**src/rtl/fetch_ctrl_pkg.sv**
```systemverilog
`default_nettype none
// ============================================================================
// Module      : fetch_ctrl_pkg
// Description : Shared constants for the IF-stage fetch sequencing controller.
// Revision    : 1.0 - initial release
// ============================================================================
package fetch_ctrl_pkg;

    localparam int PC_W_DEFAULT = 8;
    localparam int FLUSH_CNT_W  = 3;

    localparam logic [2:0] c_st_idle   = 3'd0;
    localparam logic [2:0] c_st_run    = 3'd1;
    localparam logic [2:0] c_st_stall  = 3'd2;
    localparam logic [2:0] c_st_flush  = 3'd3;
    localparam logic [2:0] c_st_halted = 3'd4;

endpackage
`default_nettype wire

```
**src/rtl/fetch_ctrl_flush_timer.sv**
```systemverilog
`default_nettype none
// ============================================================================
// Module      : flush_timer
// Description : Loadable down-counter with hold; stops at zero.
// Revision    : 1.0 - initial release
// ============================================================================
module flush_timer #(
    parameter int WIDTH = 3
) (
    input  logic             clk,
    input  logic             rst,
    input  logic             i_load,
    input  logic [WIDTH-1:0] i_load_val,
    input  logic             i_hold,
    output logic [WIDTH-1:0] o_count,
    output logic             o_zero
);

    logic [WIDTH-1:0] count_q;
    logic [WIDTH-1:0] count_d;

    // Load wins over hold so a new flush window always starts full.
    always_comb begin
        count_d = count_q;
        if (i_load) begin
            count_d = i_load_val;
        end else if (!i_hold && (count_q != '0)) begin
            count_d = count_q - WIDTH'(1);
        end
    end

    always_ff @(posedge clk) begin
        if (rst) begin
            count_q <= '0;
        end else begin
            count_q <= count_d;
        end
    end

    assign o_count = count_q;
    assign o_zero  = (count_q == '0);

endmodule
`default_nettype wire

```
**src/rtl/fetch_ctrl.sv**
```systemverilog
`default_nettype none
// ============================================================================
// Module      : fetch_ctrl
// Description : IF-stage sequencer arbitrating branch, stall and halt requests.
// Revision    : 1.0 - initial release
// ============================================================================
module fetch_ctrl
    import fetch_ctrl_pkg::*;
#(
    parameter int PC_W         = PC_W_DEFAULT,
    parameter int FLUSH_CYCLES = 2,
    parameter int CNT_W        = 8
) (
    input  logic             CLK,
    input  logic             Init,
    input  logic             BrReq,
    input  logic [PC_W-1:0]  BrTarget,
    input  logic             StallReq,
    input  logic             HaltInstr,
    input  logic             Resume,
    output logic             Branch,
    output logic [PC_W-1:0]  Target,
    output logic             Halt,
    output logic             Flush,
    output logic             Running,
    output logic [CNT_W-1:0] BranchCount
);

    localparam logic [FLUSH_CNT_W-1:0] c_flush_load = FLUSH_CNT_W'(FLUSH_CYCLES);

    logic [2:0]       state_q,       state_d;
    logic             branch_q,      branch_d;
    logic [PC_W-1:0]  target_q,      target_d;
    logic             halt_q,        halt_d;
    logic             flush_q,       flush_d;
    logic             running_q,     running_d;
    logic [CNT_W-1:0] count_q,       count_d;
    logic             pend_valid_q,  pend_valid_d;
    logic [PC_W-1:0]  pend_target_q, pend_target_d;

    logic                   w_issue;
    logic [PC_W-1:0]        w_issue_target;
    logic                   w_flush_stall;
    logic                   w_tmr_load;
    logic [FLUSH_CNT_W-1:0] w_tmr_count;
    logic                   w_tmr_zero;

    flush_timer #(
        .WIDTH (FLUSH_CNT_W)
    ) u_flush_timer (
        .clk        (CLK),
        .rst        (Init),
        .i_load     (w_tmr_load),
        .i_load_val (c_flush_load),
        .i_hold     (w_flush_stall),
        .o_count    (w_tmr_count),
        .o_zero     (w_tmr_zero)
    );

    always_comb begin
        state_d        = state_q;
        branch_d       = 1'b0;
        target_d       = target_q;
        flush_d        = 1'b0;
        count_d        = count_q;
        pend_valid_d   = pend_valid_q;
        pend_target_d  = pend_target_q;
        w_issue        = 1'b0;
        w_issue_target = BrTarget;
        w_flush_stall  = 1'b0;
        w_tmr_load     = 1'b0;

        case (state_q)
            c_st_idle: begin
                state_d = c_st_run;
            end
            c_st_run: begin
                if (HaltInstr) begin
                    state_d = c_st_halted;
                end else if (BrReq) begin
                    w_issue = 1'b1;
                end else if (StallReq) begin
                    state_d = c_st_stall;
                end
            end
            c_st_stall: begin
                if (HaltInstr) begin
                    state_d      = c_st_halted;
                    pend_valid_d = 1'b0;
                end else if (!StallReq) begin
                    // A fresh request on the release cycle is newer than the pending one.
                    if (BrReq) begin
                        w_issue = 1'b1;
                    end else if (pend_valid_q) begin
                        w_issue        = 1'b1;
                        w_issue_target = pend_target_q;
                    end else begin
                        state_d = c_st_run;
                    end
                end else if (BrReq) begin
                    pend_valid_d  = 1'b1;
                    pend_target_d = BrTarget;
                end
            end
            c_st_flush: begin
                if (StallReq) begin
                    w_flush_stall = 1'b1;
                    flush_d       = 1'b1;
                end else if (w_tmr_zero || (w_tmr_count == FLUSH_CNT_W'(1))) begin
                    state_d = c_st_run;
                end else begin
                    flush_d = 1'b1;
                end
            end
            c_st_halted: begin
                if (Resume) begin
                    state_d = c_st_run;
                end
            end
            default: begin
                state_d = c_st_idle;
            end
        endcase

        if (w_issue) begin
            state_d      = c_st_flush;
            branch_d     = 1'b1;
            target_d     = w_issue_target;
            flush_d      = 1'b1;
            pend_valid_d = 1'b0;
            w_tmr_load   = 1'b1;
            count_d      = (count_q == '1) ? count_q : count_q + CNT_W'(1);
        end

        running_d = (state_d == c_st_run) || (state_d == c_st_flush);
        halt_d    = !((state_d == c_st_run) || ((state_d == c_st_flush) && !w_flush_stall));
    end

    always_ff @(posedge CLK) begin
        if (Init) begin
            state_q       <= c_st_idle;
            branch_q      <= 1'b0;
            target_q      <= '0;
            halt_q        <= 1'b1;
            flush_q       <= 1'b0;
            running_q     <= 1'b0;
            count_q       <= '0;
            pend_valid_q  <= 1'b0;
            pend_target_q <= '0;
        end else begin
            state_q       <= state_d;
            branch_q      <= branch_d;
            target_q      <= target_d;
            halt_q        <= halt_d;
            flush_q       <= flush_d;
            running_q     <= running_d;
            count_q       <= count_d;
            pend_valid_q  <= pend_valid_d;
            pend_target_q <= pend_target_d;
        end
    end

    assign Branch      = branch_q;
    assign Target      = target_q;
    assign Halt        = halt_q;
    assign Flush       = flush_q;
    assign Running     = running_q;
    assign BranchCount = count_q;

endmodule
`default_nettype wire

```
**config.mk**
```make
export PLATFORM = sky130hd
export DESIGN_NAME = fetch_ctrl
export DESIGN_NICKNAME = d
export VERILOG_FILES = /design/src/rtl/fetch_ctrl_pkg.sv /design/src/rtl/fetch_ctrl_flush_timer.sv /design/src/rtl/fetch_ctrl.sv
export SDC_FILE = /design/constraint.sdc
export NUM_CORES = 1
export LEC_CHECK = 0
export ABC_AREA = 0
export BUFFER_PORTS_ARGS = -buffer_cell sky130_fd_sc_hd__buf_2
export CORE_UTILIZATION = 46
export DETAILED_ROUTE_END_ITERATION = 10
export GPL_ROUTABILITY_DRIVEN = 1
export PLACE_DENSITY = 0.79
export SLEW_MARGIN = 20
export SYNTH_ARGS = -nofsm -noshare
export SYNTH_HDL_FRONTEND = slang
export SYNTH_SLANG_ARGS = --single-unit
```
**constraint.sdc**
```tcl
create_clock -name CLK -period 2.2 [get_ports CLK]
set_clock_uncertainty 0.15 [all_clocks]
set_input_delay 0.22 -clock CLK [delete_from_list [all_inputs] [get_ports CLK]]
set_output_delay 0.22 -clock CLK [all_outputs]
set_load 0.01 [all_outputs]
```
==> results of run 1 <==
## per-stage QoR
stage / utilization / total power (uW) / cells
2_1_floorplan: - / 1020 / 189
3_3_place_gp: 0.533 / 1090 / 261
3_5_place_dp: 0.533 / 1100 / 261
4_1_cts: 0.555 / 1550 / 269
5_1_grt: 0.555 / 1640 / 269
6_report: 0.555 / 1540 / 269
## cells by family (layout without fill, tap and decap cells)
family | Yosys count | count (layout) | share of synthesized area
compound gates | 37 | 37 | 0.162
fa+ha+maj | 4 | 4 | 0.0280
buf+inv | 18 | 50 | 0.0531
flops | 35 | 35 | 0.392
mux | 23 | 23 | 0.133
simple gates | 69 | 69 | 0.217
xor+xnor | 3 | 3 | 0.0147
## flip-flops by register name (all words and copies together), names as in the netlist
name,cells
pend_valid_q,1
Flush,1
BranchCount,8
Target,8
Halt,1
pend_target_q,8
u_flush_timer.o_count,3
state_q,3
Branch,1
Running,1
## area by class of cell
cell class | count | area (um2)
multi-input cells | 136 | 993
clock buffers | 7 | 76.3
flip-flops and latches | 35 | 701
well taps | 48 | 60.1
repair buffers | 36 | 188
clock inverters | 1 | 5.00
inverters | 6 | 22.5
fillers | 348 | 1640
## routing by layer
metal / track usage / part of all wire / vias up
met1: 0.238 / 0.49 / 683
li1: - / - / 741
met4: 0.0750 / 0.016 / 0
met3: 0.0554 / 0.051 / 8
met5: 0 / 0 / -
met2: 0.292 / 0.44 / 41
## power groups by stage
stage	Combinational (uW)	Sequential (uW)	Clock (uW)
after detailed placement	348	752	0
final	347	739	450
after global placement	337	751	0
after floorplan	279	745	0
after CTS	349	738	462
after global routing	397	748	494
## critical path: stages, from the launching register on
cell and delay (ns):
dfxtp_1 0.49, nor2b_2 0.23, nand3_2 0.17, a2111oi_4 0.39, mux2_1 0.35
## how the worst max path moves through the flow
stage / startpoint / end / slack, ns
final: state_q[0] / BranchCount[5] / 0.32
after global routing: state_q[0] / BranchCount[6] / 0.20
after CTS: state_q[0] / BranchCount[5] / 0.33
after detailed placement: state_q[0] / BranchCount[5] / 0.35
after global placement: state_q[0] / BranchCount[5] / 0.41
after floorplan: state_q[0] / BranchCount[5] / 0.51
## synthesized netlist by cell type (all sizes together)
library cell,instances
a2111oi,2
a211o,1
a211oi,10
a21oi,5
a221oi,1
a2bb2oi,1
a31oi,3
a32oi,1
and2b,1
and3,1
buf,10
clkbuf,2
dfxtp,35
ha,4
inv,6
mux2,6
mux2i,17
nand2,5
nand2b,4
nand3,6
nand4,1
nand4b,4
nor2,23
nor2b,8
nor3,13
nor3b,2
nor4,1
o2111a,1
o211a,1
o211ai,1
o21ai,8
o21bai,1
o221ai,1
xnor2,1
xor2,2
==> impl_metrics.yaml, run 1 <==
setup_path:
  timing.rr.end: "BranchCount[5]"
  r2r-start: "state_q[0]"
  ff2ff_path_depth: 4
  crit_arrival_ns: 1.91
  rrSetupSlack_ns: 0.32
  end_kind: "register"
  critPathKind: "reg -> reg"
  required_ns: 2.22
  critPathLaunchType: "register"
  critPathMaxFanout: 10
power:
  p_comb_frac: 0.226
  p_sw_uw: 461
  p_clk_frac: 0.293
  swShare: 0.300
  p_leak_uw: 0.000872
  seqPwrFrac: 0.481
  power.density_nw_per_um2: 751
  vdd_drop_max_uv: 447
  p_int_uw: 1080
sta:
  fmax_mhz: 531
  rsz0062_at_grt: "false"
  final_hold_viol_count: 0
  slew_headroom: 0.637
  setup_viol: 0
  setup_ws_ns: 0.316
  worst_slew_pin_slew_ns: 0.542
  tns_ns: 0
  finalCritPeriodShare: 0.856
  drv_slew: 0
  fin_crit_ns: 1.88
  whs_ns: 0.0388
final_layout:
  layout_common_cells: "dfxtp_1 (35), buf_2 (33), nor2_1 (21)"
  nets: 238
  design_area_um2: 2050
  drive_gt1_frac: 0.244
  num_antenna_cells: 0
  final_common_cell: "dfxtp_1"
  area_growth_pct: 14.3
logic_synthesis:
  synthTopCellsByArea: "dfxtp_1 (39%), mux2i_1 (9.5%), nor2_1 (4.4%)"
  avgSynthCellArea_um2: 9.47
  yosys.area.top_type: "dfxtp_1"
  ys_ff_latch: 35
  ys_seq_area_frac: 0.392
  synth_top_cell_area_share: 0.392
  synth_warnings: 0
  syn_area_um2: 1790
  synth_fp_nets: 207
  synthCells: 189
  synthDistinctLibCells: 45
grt:
  grt_pass1_vias: 1372
  grt_usage: 0.187
  grt_max_degree: 26
  antenna_found_initial: 0
  grt_pass1_wl_um: 5970
  grt-ovfl-total: 0
clocking:
  cts_buffer_depth: 2
  cts_inserted_buffers: 5
  cts_tree: "yes"
  cts.sinks: 35
  postCtsHoldBufs: 0
  cts_resized: 0
  insertion_delay_ns: 0.28
  htreeDepth: 2
  cts_root_buf: "clkbuf_8"
  post-cts-setup-buffers: 0
  path_clk_slew_ns: 0.07
detailed_routing:
  antenna_left: 0
  dr.pass1.iters: 4
  wire_per_inst_um: 12.8
  dr_total_vias: 1473
  wl_um: 3460
  drc_errors: 0
  via_per_inst: 5.48
  drt_iter0_drc: 53
flow_run:
  maxCapViolCount: 0
placed_design:
  gp_congestion: 0.844
  dpl-instance-area_um2: 1960
  pre_cts_ws_ns: 0.347
  hpwl_um: 2450
  io_buffers: 33
floorplanning:
  row_count: 22
  io_pins: 34
  die_w_um: 64.4
  start_util: 0.485
  core-area_um2: 3690
  dieHeight_um: 64.4
  die_area_um2: 4140
run_status:
  status: "finished, final reports clean"
hold_path:
  min_path_type: "in -> reg"
  min_from: "BrTarget[1]"
  min_to: "pend_target_q[1]"
  whs_path_depth: 3
No activity file was read; power rests on OpenSTA's default activity.
==> run 2, diff against run 1 <==
--- a/config.mk
+++ b/config.mk
@@ -6,7 +6,7 @@
 export NUM_CORES = 1
 export LEC_CHECK = 0
 export ABC_AREA = 0
-export BUFFER_PORTS_ARGS = -buffer_cell sky130_fd_sc_hd__buf_2
+export BUFFER_PORTS_ARGS = -buffer_cell sky130_fd_sc_hd__clkbuf_2
 export CORE_UTILIZATION = 46
 export DETAILED_ROUTE_END_ITERATION = 10
 export GPL_ROUTABILITY_DRIVEN = 1
==> impl_metrics.yaml, run 2 (synthesis results as in run 1) <==
sta:
  fin_crit_ns: 1.88
  rsz0062_at_grt: "false"
  worst_slew_pin_slew_ns: 0.531
  fmax_mhz: 533
  tns_ns: 0
  slew_headroom: 0.645
  final_hold_viol_count: 0
  drv_slew: 0
  finalCritPeriodShare: 0.853
  setup_viol: 0
clocking:
  cts_buffer_depth: 2
  cts.sinks: 35
  htreeDepth: 2
  insertion_delay_ns: 0.29
  cts_tree: "yes"
  cts_inserted_buffers: 5
  postCtsHoldBufs: 0
  post-cts-setup-buffers: 0
  cts_resized: 0
  path_clk_slew_ns: 0.07
  cts_root_buf: "clkbuf_8"
grt:
  grt_pass1_vias: 1347
  grt_max_degree: 26
  grt-ovfl-total: 0
  antenna_found_initial: 0
  grt_pass1_wl_um: 5980
  grt_usage: 0.189
final_layout:
  num_antenna_cells: 0
  nets: 238
  layout_common_cells: "dfxtp_1 (35), clkbuf_2 (33), nor2_1 (21)"
  final_common_cell: "dfxtp_1"
  area_growth_pct: 15.6
  nFillCells: 330
  final_cells: 269
  drive_gt1_frac: 0.253
power:
  p_leak_uw: 0.000868
  vdd_drop_max_uv: 484
  power.density_nw_per_um2: 774
placed_design:
  gp_congestion: 0.847
  hpwl_um: 2460
  io_buffers: 33
  dp.cells: 261
detailed_routing:
  via_per_inst: 5.29
  dr_total_vias: 1424
  wl_um: 3350
  antenna_left: 0
  dr.pass1.iters: 4
  drt_iter0_drc: 55
  drc_errors: 0
  wire_per_inst_um: 12.5
floorplanning:
  io_pins: 34
  dieHeight_um: 64.4
  row_count: 22
  die_area_um2: 4140
  die_w_um: 64.4
  core-area_um2: 3690
  start_util: 0.485
setup_path:
  critPathKind: "reg -> reg"
  critPathLaunchType: "register"
  r2r-start: "state_q[0]"
  cp-startpoint: "state_q[0]"
  crit_arrival_ns: 1.91
  critPathMaxFanout: 10
  end_kind: "register"
  required_ns: 2.23
hold_path:
  min_path_type: "in -> reg"
  min_from: "BrTarget[1]"
run_status:
  status: "finished, final reports clean"
flow_run:
  maxCapViolCount: 0
-- run 2: worst max-delay path, cell delays in order, from the launching register on --
cell and delay, ns:
dfxtp_1 0.48, nor2b_2 0.23, nand3_2 0.16, a2111oi_4 0.40, mux2_1 0.34
-- run 2: final cells by class --
cell class	count	area (um2)	share of cell area
Multi-Input combinational cell	136	993	0.480
Sequential cell	35	701	0.339
Timing Repair Buffer	36	188	0.0907
Clock buffer	7	96.3	0.0466
Tap cell	48	60.1	0.0290
Inverter	6	22.5	0.0109
Clock inverter	1	7.51	0.00363
-- run 2: worst paths after layout --
check                                         to  slack [ns]  depth (start not counted)
worst max-delay path              BranchCount[5]        0.32                          4
worst min-delay path            pend_target_q[1]        0.03                          3
worst max register to register    BranchCount[5]        0.32                          4
worst min register to register  pend_target_q[1]        0.35                          2
-- run 2: per-stage QoR --
step,total power [uW],area [um2],worst slack [ns],hold slack [ns],util
4_1_cts,1610,2070,0.329,0.0273,0.561
2_1_floorplan,1020,1790,0.506,0.217,-
3_3_place_gp,1090,1960,0.408,0.322,0.533
5_1_grt,1700,2070,0.179,0.0270,0.561
3_5_place_dp,1100,1960,0.331,0.333,0.533
6_report,1600,2070,0.323,0.0313,0.561
-- run 2: power breakdown --
| part | total [uW] | leakage, uW | internal [uW] | switching [uW] |
|---|---|---|---|---|
| Clock | 517 | 0.0000505 | 285 | 232 |
| Combinational | 345 | 0.000533 | 160 | 185 |
| Sequential | 740 | 0.000285 | 692 | 47.5 |
| Total | 1600 | 0.000868 | 1140 | 464 |
-- run 2: layer usage --
metal / vias to the layer above / GRT usage / routed length [um]
li1: 747 / - / -
met1: 641 / 0.244 / 1710
met2: 31 / 0.291 / 1430
met3: 5 / 0.0661 / 165
met4: 0 / 0.0667 / 51
met5: - / 0 / 0
==> run 3, diff against run 2 <==
==> constraint.sdc (replaced) <==
create_clock -name CLK -period 2.1 [get_ports CLK]
set_clock_uncertainty 0.15 [all_clocks]
set_input_delay 0.21 -clock CLK [delete_from_list [all_inputs] [get_ports CLK]]
set_output_delay 0.21 -clock CLK [all_outputs]
set_load 0.01 [all_outputs]
==> impl_metrics.yaml, run 3 (synthesis results as in run 1) <==
sta:
  rsz0062_at_grt: "false"
  setup_ws_ns: 0.228
  worst_slew_pin_slew_ns: 0.464
  finalCritPeriodShare: 0.891
  tns_ns: 0
  slew_headroom: 0.691
  fin_crit_ns: 1.87
  drv_slew: 0
  fmax_mhz: 534
  final_hold_viol_count: 0
  setup_viol: 0
floorplanning:
  die_w_um: 64.4
  row_count: 22
  core-area_um2: 3690
  io_pins: 34
  dieHeight_um: 64.4
  die_area_um2: 4140
  start_util: 0.485
clocking:
  insertion_delay_ns: 0.29
  htreeDepth: 2
  cts_root_buf: "clkbuf_8"
  post-cts-setup-buffers: 0
  cts_resized: 0
  cts_buffer_depth: 2
  postCtsHoldBufs: 0
  cts_tree: "yes"
  cts.sinks: 35
  path_clk_slew_ns: 0.07
  cts_inserted_buffers: 5
detailed_routing:
  dr_total_vias: 1440
  drt_iter0_drc: 34
  antenna_left: 0
  drc_errors: 0
  dr.pass1.iters: 4
  wire_per_inst_um: 13.0
  wl_um: 3510
  via_per_inst: 5.33
setup_path:
  critPathMaxFanout: 10
  required_ns: 2.13
  rrSetupSlack_ns: 0.23
  crit_arrival_ns: 1.91
  critPathKind: "reg -> reg"
  cp-startpoint: "state_q[0]"
  r2r-start: "state_q[0]"
  end_kind: "register"
  critPathLaunchType: "register"
placed_design:
  dp.cells: 262
  dpl-instance-area_um2: 1970
  io_buffers: 33
  pre_cts_ws_ns: 0.248
  hpwl_um: 2490
  gp_congestion: 0.866
power:
  vdd_drop_max_uv: 553
  power.density_nw_per_um2: 851
  p_leak_uw: 0.000885
grt:
  grt-ovfl-total: 0
  grt_pass1_wl_um: 5650
  grt_usage: 0.181
  grt_pass1_vias: 1272
  antenna_found_initial: 0
  grt_max_degree: 25
final_layout:
  nFillCells: 343
  final_cells: 270
  regArea_um2: 701
  num_antenna_cells: 0
  multi_input_area_um2: 993
  final_common_cell: "dfxtp_1"
  layout_common_cells: "dfxtp_1 (35), clkbuf_2 (33), nor2_1 (21)"
  drive_gt1_frac: 0.257
  nets: 239
  utilization: 0.568
  area_growth_pct: 17.0
  design_area_um2: 2090
run_status:
  status: "finished, final reports clean"
hold_path:
  min_path_type: "in -> reg"
  min_from: "BrTarget[6]"
flow_run:
  maxCapViolCount: 0
[run 3: cell count changes in the layout (fill, tap and decap cells not counted), sizes merged]
cell      previous run  this run
clkbuf              40        39
inv                  6         7
buf                  3         4
clkinvlp             1         0
bufinv               0         1
[run 3: final timing paths]
path / to / cells after the start
hold / removal: pend_target_q[6] / 3
setup reg to reg: BranchCount[5] / 4
setup / recovery: BranchCount[5] / 4
hold reg to reg: pend_target_q[6] / 2
[run 3: through the flow]
step	hold WS, ns	total power [uW]
2_1_floorplan	0.207	1070
3_5_place_dp	0.325	1150
4_1_cts	0.0183	1800
3_3_place_gp	0.316	1140
5_1_grt	0.0331	1880
6_report	0.0204	1780
[run 3: critical path: stages, from the launching register on]
cell and delay (ns):
dfxtp_1 0.48, nor2b_2 0.23, nand3_2 0.17, a2111oi_4 0.39
mux2_1 0.34
[run 3: power by group]
| group | switching, uW | leakage [uW] | internal [uW] |
|---|---|---|---|
| registers | 49.5 | 0.000285 | 725 |
| clock network | 256 | 0.0000618 | 390 |
| logic | 193 | 0.000538 | 168 |
[run 3: metal layers]
| layer | global-route usage | up-vias | routed length, um |
|---|---|---|---|
| met5 | 0 | - | 0 |
| met2 | 0.283 | 40 | 1540 |
| met1 | 0.222 | 643 | 1700 |
| met4 | 0.100 | 0 | 98 |
| met3 | 0.0500 | 10 | 164 |
| li1 | - | 747 | - |
[run 3: cell type report]
type,instances,share of cell area
clock inverter,2,0.0185
timing repair buffer,37,0.0932
clock buffer,6,0.0395
multi-input combinational,136,0.475
sequential,35,0.335
tap,48,0.0287
inverter,6,0.0108
